<file path="src/rtl/alu_seq_pkg.sv">
// alu_seq shared types: opcodes, FSM states, legal-opcode limit.
// ALU_SEQ_ROTATE_EN makes ROL/ROR legal.
package alu_seq_pkg;

  typedef enum logic [3:0] {
    OP_AND = 4'd0,
    OP_OR  = 4'd1,
    OP_XOR = 4'd2,
    OP_SHL = 4'd3,
    OP_SHR = 4'd4,
    OP_MOD = 4'd5,
    OP_ROL = 4'd6,
    OP_ROR = 4'd7
  } op_e;

  typedef enum logic [1:0] {
    IDLE = 2'd0,
    EXEC = 2'd1,
    DONE = 2'd2
  } state_e;

`ifdef ALU_SEQ_ROTATE_EN
  localparam op_e OP_LAST_LEGAL = OP_ROR;
`else
  localparam op_e OP_LAST_LEGAL = OP_MOD;
`endif

endpackage

</file>
<file path="src/rtl/alu_seq_if.sv">
// Request/response bundle between an initiator and alu_seq_core.
// master = initiator side, slave = execution unit side.
interface alu_seq_if #(
  parameter int N = 4
);
  logic         req_valid;
  logic         req_ready;
  logic [N-1:0] a;
  logic [N-1:0] b;
  logic [N-1:0] data_shifts;
  logic [N-1:0] shift_number;
  logic [3:0]   operation;
  logic         rsp_valid;
  logic         rsp_ready;
  logic [N-1:0] y;
  logic         err;

  modport master (
    output req_valid, a, b,
    output data_shifts, shift_number,
    output operation, rsp_ready,
    input  req_ready, rsp_valid,
    input  y, err
  );

  modport slave (
    input  req_valid, a, b,
    input  data_shifts, shift_number,
    input  operation, rsp_ready,
    output req_ready, rsp_valid,
    output y, err
  );
endinterface

</file>
<file path="src/rtl/alu_mod_iter.sv">
// Iterative restoring remainder unit: one quotient bit per cycle.
// done is high during the last iteration; remainder is valid then.
module alu_mod_iter #(
  parameter int N = 4
) (
  input  logic         clk,
  input  logic         rst,
  input  logic         start,
  input  logic [N-1:0] dividend,
  input  logic [N-1:0] divisor,
  output logic         busy,
  output logic         done,
  output logic [N-1:0] remainder
);
  localparam int CW = $clog2(N + 1);

  logic [N:0]    rem;
  logic [N:0]    rem_nxt;
  logic [N:0]    trial;
  logic [N-1:0]  dvd;
  logic [N-1:0]  dsr;
  logic [CW-1:0] cnt;

  always_comb begin
    trial = (rem << 1) | {{N{1'b0}}, dvd[N-1]};
    rem_nxt = trial;
    if (trial >= {1'b0, dsr})
      rem_nxt = trial - {1'b0, dsr};
  end

  assign done      = busy && (cnt == '0);
  assign remainder = rem_nxt[N-1:0];

  always_ff @(posedge clk) begin
    if (rst) begin
      rem  <= '0;
      dvd  <= '0;
      dsr  <= '0;
      cnt  <= '0;
      busy <= 1'b0;
    end else if (start) begin
      rem  <= '0;
      dvd  <= dividend;
      dsr  <= divisor;
      cnt  <= CW'(N - 1);
      busy <= 1'b1;
    end else if (busy) begin
      rem <= rem_nxt;
      dvd <= {dvd[N-2:0], 1'b0};
      cnt <= cnt - 1'b1;
      if (cnt == '0)
        busy <= 1'b0;
    end
  end
endmodule

</file>
<file path="src/rtl/alu_seq_core.sv">
// Handshaked sequential ALU: 1-cycle logic/shift ops, N-cycle MOD.
// ALU_SEQ_ROTATE_EN adds ROL/ROR (opcodes 6/7).
module alu_seq_core
  import alu_seq_pkg::*;
#(
  parameter int N = 4
) (
  input logic   clk,
  input logic   rst,
  alu_seq_if.slave bus
);
  localparam logic [N-1:0] NV = N'(N);

  state_e       state;
  state_e       state_nxt;
  op_e          op;
  logic         illegal;
  logic         accept;
  logic         mod_go;
  logic [N-1:0] res;
  logic         res_err;
  logic [N-1:0] y_q;
  logic         err_q;
  logic         div_busy;
  logic         div_done;
  logic [N-1:0] div_rem;

`ifdef ALU_SEQ_ROTATE_EN
  logic [N-1:0]   rot_amt;
  logic [2*N-1:0] rol_w;
  logic [2*N-1:0] ror_w;

  always_comb begin
    rot_amt = bus.shift_number % NV;
    rol_w = {bus.data_shifts, bus.data_shifts} << rot_amt;
    ror_w = {bus.data_shifts, bus.data_shifts} >> rot_amt;
  end
`endif

  always_comb begin
    op      = op_e'(bus.operation);
    illegal = bus.operation > OP_LAST_LEGAL;
    res     = '0;
    res_err = 1'b0;
    if (illegal) begin
      res_err = 1'b1;
    end else begin
      case (op)
        OP_AND: res = bus.a & bus.b;
        OP_OR:  res = bus.a | bus.b;
        OP_XOR: res = bus.a ^ bus.b;
        OP_SHL: res = (bus.shift_number >= NV) ? '0
                : bus.data_shifts << bus.shift_number;
        OP_SHR: res = (bus.shift_number >= NV) ? '0
                : bus.data_shifts >> bus.shift_number;
        // nonzero divisor: y comes from the divider instead
        OP_MOD: begin
          res     = bus.a;
          res_err = (bus.b == '0);
        end
`ifdef ALU_SEQ_ROTATE_EN
        OP_ROL: res = rol_w[2*N-1:N];
        OP_ROR: res = ror_w[N-1:0];
`endif
        default: begin
          res     = '0;
          res_err = 1'b1;
        end
      endcase
    end
  end

  assign accept = (state == IDLE) && bus.req_valid;
  assign mod_go = accept && !illegal
                  && (op == OP_MOD) && (bus.b != '0);

  alu_mod_iter #(.N(N)) u_mod (
    .clk      (clk),
    .rst      (rst),
    .start    (mod_go),
    .dividend (bus.a),
    .divisor  (bus.b),
    .busy     (div_busy),
    .done     (div_done),
    .remainder(div_rem)
  );

  always_ff @(posedge clk) begin
    if (rst) state <= IDLE;
    else     state <= state_nxt;
  end

  always_comb begin
    state_nxt = state;
    unique case (1'b1)
      (state == IDLE):
        if (accept) state_nxt = mod_go ? EXEC : DONE;
      (state == EXEC):
        if (div_done || !div_busy) state_nxt = DONE;
      (state == DONE):
        if (bus.rsp_ready) state_nxt = IDLE;
      default: state_nxt = IDLE;
    endcase
  end

  always_comb begin
    bus.req_ready = (state == IDLE);
    bus.rsp_valid = (state == DONE);
    bus.y         = y_q;
    bus.err       = err_q;
  end

  always_ff @(posedge clk) begin
    if (rst) begin
      y_q   <= '0;
      err_q <= 1'b0;
    end else if (accept && !mod_go) begin
      y_q   <= res;
      err_q <= res_err;
    end else if ((state == EXEC) && div_done) begin
      y_q   <= div_rem;
      err_q <= 1'b0;
    end
  end
endmodule

</file>
<file path="src/flat_wrapper.sv">
// flat-port wrapper written by rule: the top's interface ports become plain ports
module alu_seq_core_flat import alu_seq_pkg::*;
#(
  parameter int N = 4
)
  (clk, rst, bus_req_valid, bus_a, bus_b, bus_data_shifts, bus_shift_number, bus_operation, bus_rsp_ready, bus_req_ready, bus_rsp_valid, bus_y, bus_err);
  alu_seq_if #(.N(N)) bus_i ();
  input logic clk;
  input logic rst;
  input wire logic [$bits(bus_i.req_valid)-1:0] bus_req_valid;
  input wire logic [$bits(bus_i.a)-1:0] bus_a;
  input wire logic [$bits(bus_i.b)-1:0] bus_b;
  input wire logic [$bits(bus_i.data_shifts)-1:0] bus_data_shifts;
  input wire logic [$bits(bus_i.shift_number)-1:0] bus_shift_number;
  input wire logic [$bits(bus_i.operation)-1:0] bus_operation;
  input wire logic [$bits(bus_i.rsp_ready)-1:0] bus_rsp_ready;
  output wire logic [$bits(bus_i.req_ready)-1:0] bus_req_ready;
  output wire logic [$bits(bus_i.rsp_valid)-1:0] bus_rsp_valid;
  output wire logic [$bits(bus_i.y)-1:0] bus_y;
  output wire logic [$bits(bus_i.err)-1:0] bus_err;
  assign bus_i.req_valid = bus_req_valid;
  assign bus_i.a = bus_a;
  assign bus_i.b = bus_b;
  assign bus_i.data_shifts = bus_data_shifts;
  assign bus_i.shift_number = bus_shift_number;
  assign bus_i.operation = bus_operation;
  assign bus_i.rsp_ready = bus_rsp_ready;
  assign bus_req_ready = bus_i.req_ready;
  assign bus_rsp_valid = bus_i.rsp_valid;
  assign bus_y = bus_i.y;
  assign bus_err = bus_i.err;
  alu_seq_core #(.N(N)) u_core (.clk(clk), .rst(rst), .bus(bus_i));
endmodule
</file>
<file path="config.mk">
export PLATFORM = sky130hd
export DESIGN_NAME = alu_seq_core_flat
export DESIGN_NICKNAME = d
export VERILOG_FILES = /design/src/rtl/alu_seq_pkg.sv /design/src/rtl/alu_seq_if.sv /design/src/rtl/alu_mod_iter.sv /design/src/rtl/alu_seq_core.sv /design/src/flat_wrapper.sv
export SDC_FILE = /design/constraint.sdc
export NUM_CORES = 1
export LEC_CHECK = 0
export CAP_MARGIN = 20
export CORE_MARGIN = 1
export CORE_UTILIZATION = 57
export CTS_CLUSTER_DIAMETER = 60
export DETAILED_ROUTE_END_ITERATION = 8
export PLACE_DENSITY = 0.85
export RECOVER_POWER = 25
export SLEW_MARGIN = 25
export SYNTH_ARGS = -nofsm -noshare
export SYNTH_HDL_FRONTEND = slang
export SYNTH_SLANG_ARGS = --single-unit
</file>
<file path="constraint.sdc">
create_clock -name clk -period 4.71 [get_ports clk]
set_input_delay 0.942 -clock clk [delete_from_list [all_inputs] [get_ports clk]]
set_output_delay 0.942 -clock clk [all_outputs]
set_load 0.01 [all_outputs]
</file>
==> metrics.txt, run 1 <==
post-route ant nets 0; Num Clock Sinks 23; Pwr per Cell Area 183 nW/um^2; first-pass GRT wire length roughly 6.7 mm; ANT cells 0; grt total ovfl 0; Setup Buffers After CTS 0; kind of critical path in2reg; met1 wire length 1.82 mm; vias in the first global route 1502; worst-path fanout max 17; Final Hold Viols 0; RePlAce Congestion 0.901; most used flip-flop cell after synthesis dfxtp_1; number of flops mapped to enable cells by yosys 0; final cycle utilization of the critical path 0.568; Synth Area per Inst roughly 8.3 sq um; skew final roughly 0.0073 ns; CTS tree built; Die Area about 3400 sq um; die width 58.2 um; commonest cells after routing, fill and taps aside clkdlybuf4s50_1 (23), dfxtp_1 (23), nor2_1 (18); Cells after Synth 216; hold_sp u_core.u_mod.dsr[0]; ys async rst share 0; Critical Path AT ~2.9 ns; Yosys cell types 55; Final setup viols 0; clock latency on the worst-skew pair slightly above 0.3 ns; Ports 31; fraction of layout cells with a size suffix above 1 0.100; Seq/Total Area, Yosys 0.255; hold crit path type reg2reg; Peak Freq about 0.37 GHz; First-pass DRT Iterations 4; Clk pin slew, worst setup/hold paths approximately 0.12 ns; pin count of the biggest net entering global routing 22; Total GRT Usage 0.251; Max VDD drop 0.203 mV; H-tree depth 1; initial drt markers 96; RSZ-0062 raised after global routing no; Synth Cell Area 1800 sq um; Worst setup SP type input pin; maxcap violations 0; #FFs+latches synth 23; NumNets Final approximately 280; cell count after placement 279; Post-Syn Nets 255; Cell Count, Final, Fillers Out 283; Rows 20; CP Launch Point bus_req_valid; Port Buf Inserts 30; Worst Tran Pin Value 0.832 ns; Worst Setup End Kind register; DR WL/cell roughly 14 um; synthesis warning total 0; met2 wire len 1.77 mm; Vias/cell 5.98; fin. max-slew vios 0; clock buffer depth 2; CP required 4.89 ns; P&R area growth vs syn 18.7%; Min Clock Period, post-route 2.67 ns; dpl hpwl 3.07 mm; setup TNS 0 ns; post_cts resized 0; Initial Util 0.595; status complete, no violations; hold_buf cts 0; vias after detailed routing 1691; Post-Route WL ~3.8 mm; RR Startpoint u_core.u_mod.dsr[2]; die height 58.2 um; met3 WL post-DR 182 um; max_slew headroom 0.443; leak pwr 0.767 nW; antenna violations before repair 0; core area 3030 sq um; Post-route DRC 0; clk root buf clkbuf_4; highest metal used met4; CTS Buf Count 3
[path summary, 6_finish.rpt]
check / end / slack [ns] / cells past startpoint
worst max-delay path: u_core.u_mod.rem[2] / 2.04 / 6
worst min-delay path: u_core.u_mod.dsr[0] / 0.49 / 2
worst max register to register: u_core.bus.y[2] / 2.52 / 7
worst min register to register: u_core.u_mod.dsr[0] / 0.49 / 2
[cells by family after synthesis]
logic type               share of synthesized area
adder cells (fa/ha/maj)                      0.108
buffers and inverters                       0.0604
multiplexers                                0.0527
AND/OR/NAND/NOR                              0.258
flip-flops                                   0.255
XOR/XNOR                                    0.0146
AO/OA/AOI/OAI                                0.251
[registers in the layout, indices dropped and copies added, names as in the netlist]
| name | count |
|---|---|
| u_core.bus.y | 4 |
| u_core.u_mod.dsr | 4 |
| u_core.u_mod.dvd | 4 |
| u_core.u_mod.rem | 4 |
| u_core.u_mod.cnt | 3 |
| u_core.state | 2 |
| u_core.bus.err | 1 |
| u_core.u_mod.busy | 1 |
[synthesized netlist by cell type, drive strengths merged (2+ instances only)]
cell / count / area, sq um
inv: 17 / 63.8
buf: 3 / 15.0
nor3: 2 / 20.0
nor4: 3 / 33.8
a211oi: 7 / 67.6
nor3b: 3 / 27.5
mux4: 2 / 45.0
a31oi: 2 / 27.5
and2: 2 / 13.8
or2: 3 / 18.8
and3b: 2 / 17.5
nor2: 18 / 67.6
a41o: 2 / 21.3
or3b: 3 / 28.8
nand3b: 3 / 22.5
o211ai: 3 / 22.5
ha: 14 / 175
a22oi: 5 / 37.5
nand4: 2 / 12.5
dfxtp: 23 / 460
o21ai: 11 / 55.1
nand2b: 7 / 43.8
nand2: 12 / 47.6
nand3: 9 / 45.0
clkbuf: 8 / 30.0
xnor2: 2 / 17.5
o2111ai: 4 / 35.0
o311ai: 2 / 17.5
a21oi: 16 / 80.1
or4: 3 / 26.3
o21a: 2 / 15.0
nor2b: 4 / 25.0
mux2i: 5 / 50.1
[stage by stage]
stage	worst slack [ns]	cell area, sq um	utilization	total power [mW]	hold slack (ns)
after floorplan	2.37	1800	-	0.264	0.440
after global placement	1.71	2110	0.698	0.306	0.453
after detailed placement	1.69	2110	0.698	0.307	0.466
after CTS	2.04	2140	0.707	0.395	0.482
after global routing	1.88	2140	0.707	0.415	0.526
final	2.04	2140	0.707	0.391	0.494
[metal layers]
metal | track usage | vias up
met3 | 0.0580 | 6
met1 | 0.350 | 788
met4 | 0.0544 | 0
met5 | 0 | -
li1 | - | 848
met2 | 0.396 | 49
[cell type report]
type                            count  area [sq um]
Multi-Input combinational cell    165          1230
Fill cell                         264           888
Sequential cell                    23           460
Timing Repair Buffer               30           300
Inverter                           17          63.8
Tap cell                           44          55.1
Clock buffer                        4          26.3
[worst max-delay path, cell delays in order]
cell and delay (ns):
clkdlybuf4s50_1 0.51, or3b_4 0.42, nor4_4 0.37, nand2_2 0.30, nand2b_1 0.25, a211oi_1 0.06
[power breakdown]
group          switching [mW]  internal, mW  total, mW
Clock                  0.0561        0.0330     0.0891
Combinational          0.0493        0.0492     0.0985
Sequential            0.00399         0.199      0.203
Power figures use the tool's default switching activity.
==> run 2, diff against run 1 <==
--- a/config.mk
+++ b/config.mk
@@ -7,10 +7,10 @@
 export LEC_CHECK = 0
 export CAP_MARGIN = 20
 export CORE_MARGIN = 1
-export CORE_UTILIZATION = 57
+export CORE_UTILIZATION = 53
 export CTS_CLUSTER_DIAMETER = 60
 export DETAILED_ROUTE_END_ITERATION = 8
-export PLACE_DENSITY = 0.85
+export PLACE_DENSITY = 0.8
 export RECOVER_POWER = 25
 export SLEW_MARGIN = 25
 export SYNTH_ARGS = -nofsm -noshare
==> constraint.sdc (replaced) <==
create_clock -name clk -period 2.55 [get_ports clk]
set_input_delay 0.51 -clock clk [delete_from_list [all_inputs] [get_ports clk]]
set_output_delay 0.51 -clock clk [all_outputs]
set_load 0.01 [all_outputs]
==> run 2 against run 1 <==
Net effect: design area rose by 3.9%; clock power up 91%; count of clock-buffer cells in the layout is 1 lower; clock skew shrank 0.0016 ns; combinational power increased by 98%; non-clock buffer count grew 11; via count increased by 1.5%; final cell count increased by 3.9%; worst setup slack got worse by 1.7 ns; critical path type unchanged; largest power group unchanged.
==> metrics.txt, run 2 (synthesis gave the netlist of run 1 again) <==
CP Launch Point bus_b[1]; dpl hpwl 3.30 mm (+7.6%); Post-Route WL 4.11 mm (+7.3%); Rows 20 (unchanged); hold depth 2 (unchanged); Pwr Total 740 uW (+89%); post_cts resized 0 (unchanged); Psw 213 uW (+94%); Worst setup SP type input pin; Initial Util 0.576 (-0.0191); Clk pin slew, worst setup/hold paths 0.13 ns (about the same); hold_sp u_core.u_mod.dsr[0]; clock buffer depth 2 (unchanged); Final setup viols 0 (unchanged); Setup Buffers After CTS 0 (unchanged); clk root buf clkbuf_4; Vias/cell 5.84 (-2.3%); Die Area 3640 sq um (+7.3%); Total GRT Usage 0.255 (+0.00411); maxcap violations 0 (unchanged); worst-path fanout max 5 (-12); kind of critical path in2reg; Worst Setup End Kind register; NumNets Final 290 (+3.9%); CTS tree built; Peak Freq 0.446 GHz; first-pass GRT wire length 7.01 mm (+5.3%); fraction of layout cells with a size suffix above 1 0.144 (+0.0436); Pwr per Cell Area 333 nW/um^2 (+82%); Post-route DRC 0 (unchanged); setup TNS 0 ns (unchanged); Final Hold Viols 0 (unchanged); reg2reg setup slack 0.35 ns (-2.17 ns); Port Buf Inserts 30 (unchanged); antenna violations before repair 0 (unchanged); core area 3130 sq um (+3.3%); R2R cell count 7 (unchanged); Num Clock Sinks 23 (unchanged); clock latency on the worst-skew pair 0.32 ns (about the same); RePlAce Congestion 0.845 (-6.2%); RR Startpoint u_core.u_mod.dsr[2]; max_slew headroom 0.688 (+0.244); CP required 2.77 ns (-2.12 ns); status complete, no violations; hold_buf cts 0 (unchanged); DR WL/cell 14.0 um (+3.3%); Critical Path AT 2.47 ns (-0.38 ns); die width 60.3 um (+3.6%); post-route ant nets 0 (unchanged); First-pass DRT Iterations 5 (+1); switch share 0.287 (+0.00767); CTS Buf Count 3 (unchanged); P&R area growth vs syn 23.3%; fin. max-slew vios 0 (unchanged); initial drt markers 123 (+28%); H-tree depth 1 (unchanged); vias after detailed routing 1716 (+1.5%); commonest cells after routing, fill and taps aside clkdlybuf4s50_1 (23), dfxtp_1 (23), nor2_1 (18); vias in the first global route 1590 (+5.9%); Reg power frac 0.507 (-0.013); Cell Int Power 528 uW (+87%); leak pwr 0.825 nW (+7.5%); hold crit path type reg2reg; RSZ-0062 raised after global routing no; Max VDD drop 0.287 mV (+41%); Clock Power Share 0.229 (about the same); Min Clock Period, post-route 2.24 ns; Comb power frac 0.263 (+0.011); Ports 31 (unchanged); final cycle utilization of the critical path 0.879; grt total ovfl 0 (unchanged); Worst Tran Pin Value 0.462 ns (-0.371 ns); die height 60.3 um (+3.6%); skew final 0.00571 ns (-0.00160 ns); pin count of the biggest net entering global routing 18 (-18%); ANT cells 0 (unchanged)
-- run 2: final cells by class --
type                            instances  area, sq um
Inverter                               17         63.8
Multi-Input combinational cell        165         1230
Clock inverter                          1         5.00
Tap cell                               44         55.1
Clock buffer                            3         22.5
Sequential cell                        23          460
Fill cell                             259          905
Timing Repair Buffer                   41          383
-- run 2: power by group through the flow --
stage	registers, mW	clock network, mW	logic (mW)
after floorplan	0.384	0	0.104
after global placement	0.383	0	0.193
after detailed placement	0.384	0	0.196
after CTS	0.376	0.174	0.197
after global routing	0.377	0.185	0.216
final	0.376	0.170	0.195
-- run 2: per-layer routing --
layer / GRT usage / share of wire
met3: 0.0498 / 0.043
met5: 0 / 0
met2: 0.407 / 0.46
met4: 0.0698 / 0.014
met1: 0.350 / 0.49
-- run 2: stage by stage --
stage / hold slack (ns) / util / setup slack [ns] / instance area, sq um / cells
finish: 0.478 / 0.711 / 0.307 / 2220 / 294
global route: 0.517 / 0.711 / 0.156 / 2220 / 294
CTS: 0.479 / 0.711 / 0.419 / 2220 / 294
detailed placement: 0.461 / 0.702 / 0.0922 / 2200 / 290
global placement: 0.451 / 0.702 / 0.0880 / 2200 / 290
floorplan: 0.440 / - / 0.645 / 1800 / 216
-- run 2: final timing paths --
path                                            end
worst max register to register      u_core.bus.y[2]
worst max-delay path                u_core.bus.y[0]
worst min-delay path            u_core.u_mod.dsr[0]
worst min register to register  u_core.u_mod.dsr[0]
-- run 2: critical path: stages --
cell	delay, ns
dlygate4sd3_1	0.61
or4_4	0.58
a31oi_4	0.21
nor3_2	0.07
a41o_1	0.22
a2111oi_2	0.28
==> run 3, diff against run 2 <==
--- a/config.mk
+++ b/config.mk
@@ -6,11 +6,14 @@
 export NUM_CORES = 1
 export LEC_CHECK = 0
 export CAP_MARGIN = 20
+export CELL_PAD_IN_SITES_DETAIL_PLACEMENT = 1
+export CELL_PAD_IN_SITES_GLOBAL_PLACEMENT = 1
+export CORE_ASPECT_RATIO = 0.5
 export CORE_MARGIN = 1
-export CORE_UTILIZATION = 53
+export CORE_UTILIZATION = 39
 export CTS_CLUSTER_DIAMETER = 60
 export DETAILED_ROUTE_END_ITERATION = 8
-export PLACE_DENSITY = 0.8
+export PLACE_DENSITY_LB_ADDON = 0.1
 export RECOVER_POWER = 25
 export SLEW_MARGIN = 25
 export SYNTH_ARGS = -nofsm -noshare
==> constraint.sdc (replaced) <==
create_clock -name clk -period 2.13 [get_ports clk]
set_input_delay 0.426 -clock clk [delete_from_list [all_inputs] [get_ports clk]]
set_output_delay 0.426 -clock clk [all_outputs]
set_load 0.01 [all_outputs]
==> run 3 against run 2 <==
Net effect: critical path depth grew 1; sequential cell count stayed put; utilization decreased by 15 points; largest cell class unchanged; clock skew down 0.0028 ns.
==> metrics.txt, run 3 (synthesis gave the netlist of run 1 again) <==
crit-path cells clkdlybuf4s50_1, or3b_4, buf_4, a31oi_4, nor3_2, a41o_1, a2111oi_2; hold depth 2 (unchanged); Worst Hold Path EP u_core.u_mod.dsr[0]; reg2reg end u_core.bus.y[1]; Initial Util 0.408 (-0.169); dpl hpwl 4.53 mm (+38%); Worst setup SP type input pin; Port Buf Inserts 30 (unchanged); Min Clock Period, post-route ~2.1 ns; fillers 538 (+110%); antenna violations before repair 0 (unchanged); final cycle utilization of the critical path 0.982; R2R cell count 6 (-1); Max VDD drop 0.195 mV (-32%); Final setup viols 0 (unchanged); Critical Path AT 2.27 ns (-0.20 ns); initial drt markers 77 (-37%); leak pwr 0.977 nW (+18%); Total GRT Usage 0.235 (-0.0203); Worst Tran Pin Value 0.354 ns (-0.108 ns); Pwr Total 1.00 mW (+35%); Post-route DRC 0 (unchanged); CTS Buf Count 3 (unchanged); fraction of layout cells with a size suffix above 1 0.245 (+0.101); Num Clock Sinks 23 (unchanged); vias in the first global route 1798 (+13%); commonest cells after routing, fill and taps aside buf_4 (38), dfxtp_1 (23), clkdlybuf4s50_1 (22); max_slew headroom 0.763 (+0.0754); status complete, no violations; most common cell after layout, fill and taps aside buf_4; H-tree depth 1 (unchanged); RR Startpoint u_core.u_mod.dvd[3]; P&R area growth vs syn 38.2%; skew final 0.00293 ns (-0.00277 ns); die height 50.1 um (-17%); CP required 2.30 ns (-0.47 ns); RePlAce Congestion 0.855 (+1.2%); Peak Freq 0.478 GHz; Die Area 4920 sq um (+35%); Rows 17 (-15%); grt total ovfl 0 (unchanged); DR WL/cell 16.7 um (+20%); First-pass DRT Iterations 4 (-1); Clk pin slew, worst setup/hold paths 0.08 ns (-0.05 ns); hold crit path type reg2reg; pin count of the biggest net entering global routing 15 (-3); max incr delay on CP 0.55 ns (-0.06 ns); cell count after placement 329 (+13%); Final Hold Viols 0 (unchanged); Worst Setup End Kind register; maxcap violations 0 (unchanged); CTS tree built; Pwr per Cell Area 402 nW/um^2 (+21%); Worst path slowest cell clkdlybuf4s50_1; Vias/cell 5.59 (-4.2%); core area 4420 sq um (+41%); clock latency on the worst-skew pair 0.27 ns (-0.05 ns); Ports 31 (unchanged); RSZ-0062 raised after global routing yes; clock buffer depth 2 (unchanged); clk root buf clkbuf_8; worst-path fanout max 3 (-2); NumNets Final 317 (+9.3%); hold_sp u_core.u_mod.dsr[0]; kind of critical path in2reg; first-pass GRT wire length 8.94 mm (+28%); die width 98.2 um (+63%); ANT cells 0 (unchanged); Post-Route WL 5.59 mm (+36%); hold_buf cts 0 (unchanged); Cell Count, Final, Fillers Out 334 (+14%); post-route ant nets 0 (unchanged); reg2reg setup slack 0.10 ns (-0.25 ns); vias after detailed routing 1867 (+8.8%); fin. max-slew vios 0 (unchanged)
run 3: cell count changes in the layout (fill, tap and decap cells not counted), sizes merged:
cell,delta
dlygate4sd2,+1
buf,+27
dlygate4sd3,-1
dlymetal6s2s,+1
clkdlybuf4s50,-1
run 3: metrics by stage:
stage	hold WS, ns	area, sq um	TNS, ns	util	setup WS (ns)
floorplan	0.440	1800	0	-	0.257
global placement	0.462	2410	-3.62	0.544	-0.298
detailed placement	0.459	2410	-4.87	0.544	-0.381
CTS	0.471	2460	0	0.556	0.0234
global route	0.502	2490	-0.00789	0.563	-0.00789
finish	0.467	2490	0	0.563	0.0389
run 3: critical path, delay by kind of cell:
kind | cells | cell delay [ns]
AOI/OAI and AO/OA | 3 | 0.64
and+or+nand+nor | 2 | 0.50
buffers and inverters | 2 | 0.70
run 3: worst max path at each step:
stage | startpoint | to | slack, ns | depth (start not counted)
final | bus_req_valid | u_core.bus.y[0] | 0.04 | 7
after global routing | bus_a[1] | u_core.bus.y[1] | -0.008 | 8
after CTS | bus_req_valid | u_core.u_mod.dvd[2] | 0.02 | 6
after detailed placement | bus_b[1] | u_core.bus.y[1] | -0.38 | 8
after global placement | bus_b[1] | u_core.bus.y[1] | -0.30 | 8
after floorplan | u_core.u_mod.dsr[1] | u_core.bus.y[0] | 0.26 | 7
run 3: layer usage:
metal  wire (um)  global-route usage  vias up
li1            -                   -      914
met1        2760               0.326      921
met2        2630               0.397       29
met3         180              0.0298        3
met4          18              0.0373        0
met5           0                   0        -
run 3: final cells by class:
| class | instances | area (sq um) | share of cell area |
|---|---|---|---|
| Sequential cell | 23 | 460 | 0.185 |
| Clock buffer | 3 | 41.3 | 0.0166 |
| Tap cell | 57 | 71.3 | 0.0286 |
| Timing Repair Buffer | 68 | 587 | 0.235 |
| Multi-Input combinational cell | 165 | 1260 | 0.507 |
| Inverter | 17 | 63.8 | 0.0256 |
| Clock inverter | 1 | 5.00 | 0.00201 |
run 3: timing repair:
action / in CTS / in global routing
endpoints found under the setup margin: 5 / 15
pin swaps: 1 / 0
gates resized for setup: 3 / 7
buffers inserted: 0 / 1
run 3: report_power, final:
group / switching, mW / leakage, nW / internal (mW)
sequential: 0.00957 / 0.186 / 0.441
combinational: 0.131 / 0.765 / 0.144
clock: 0.147 / 0.0255 / 0.131
total: 0.288 / 0.977 / 0.716
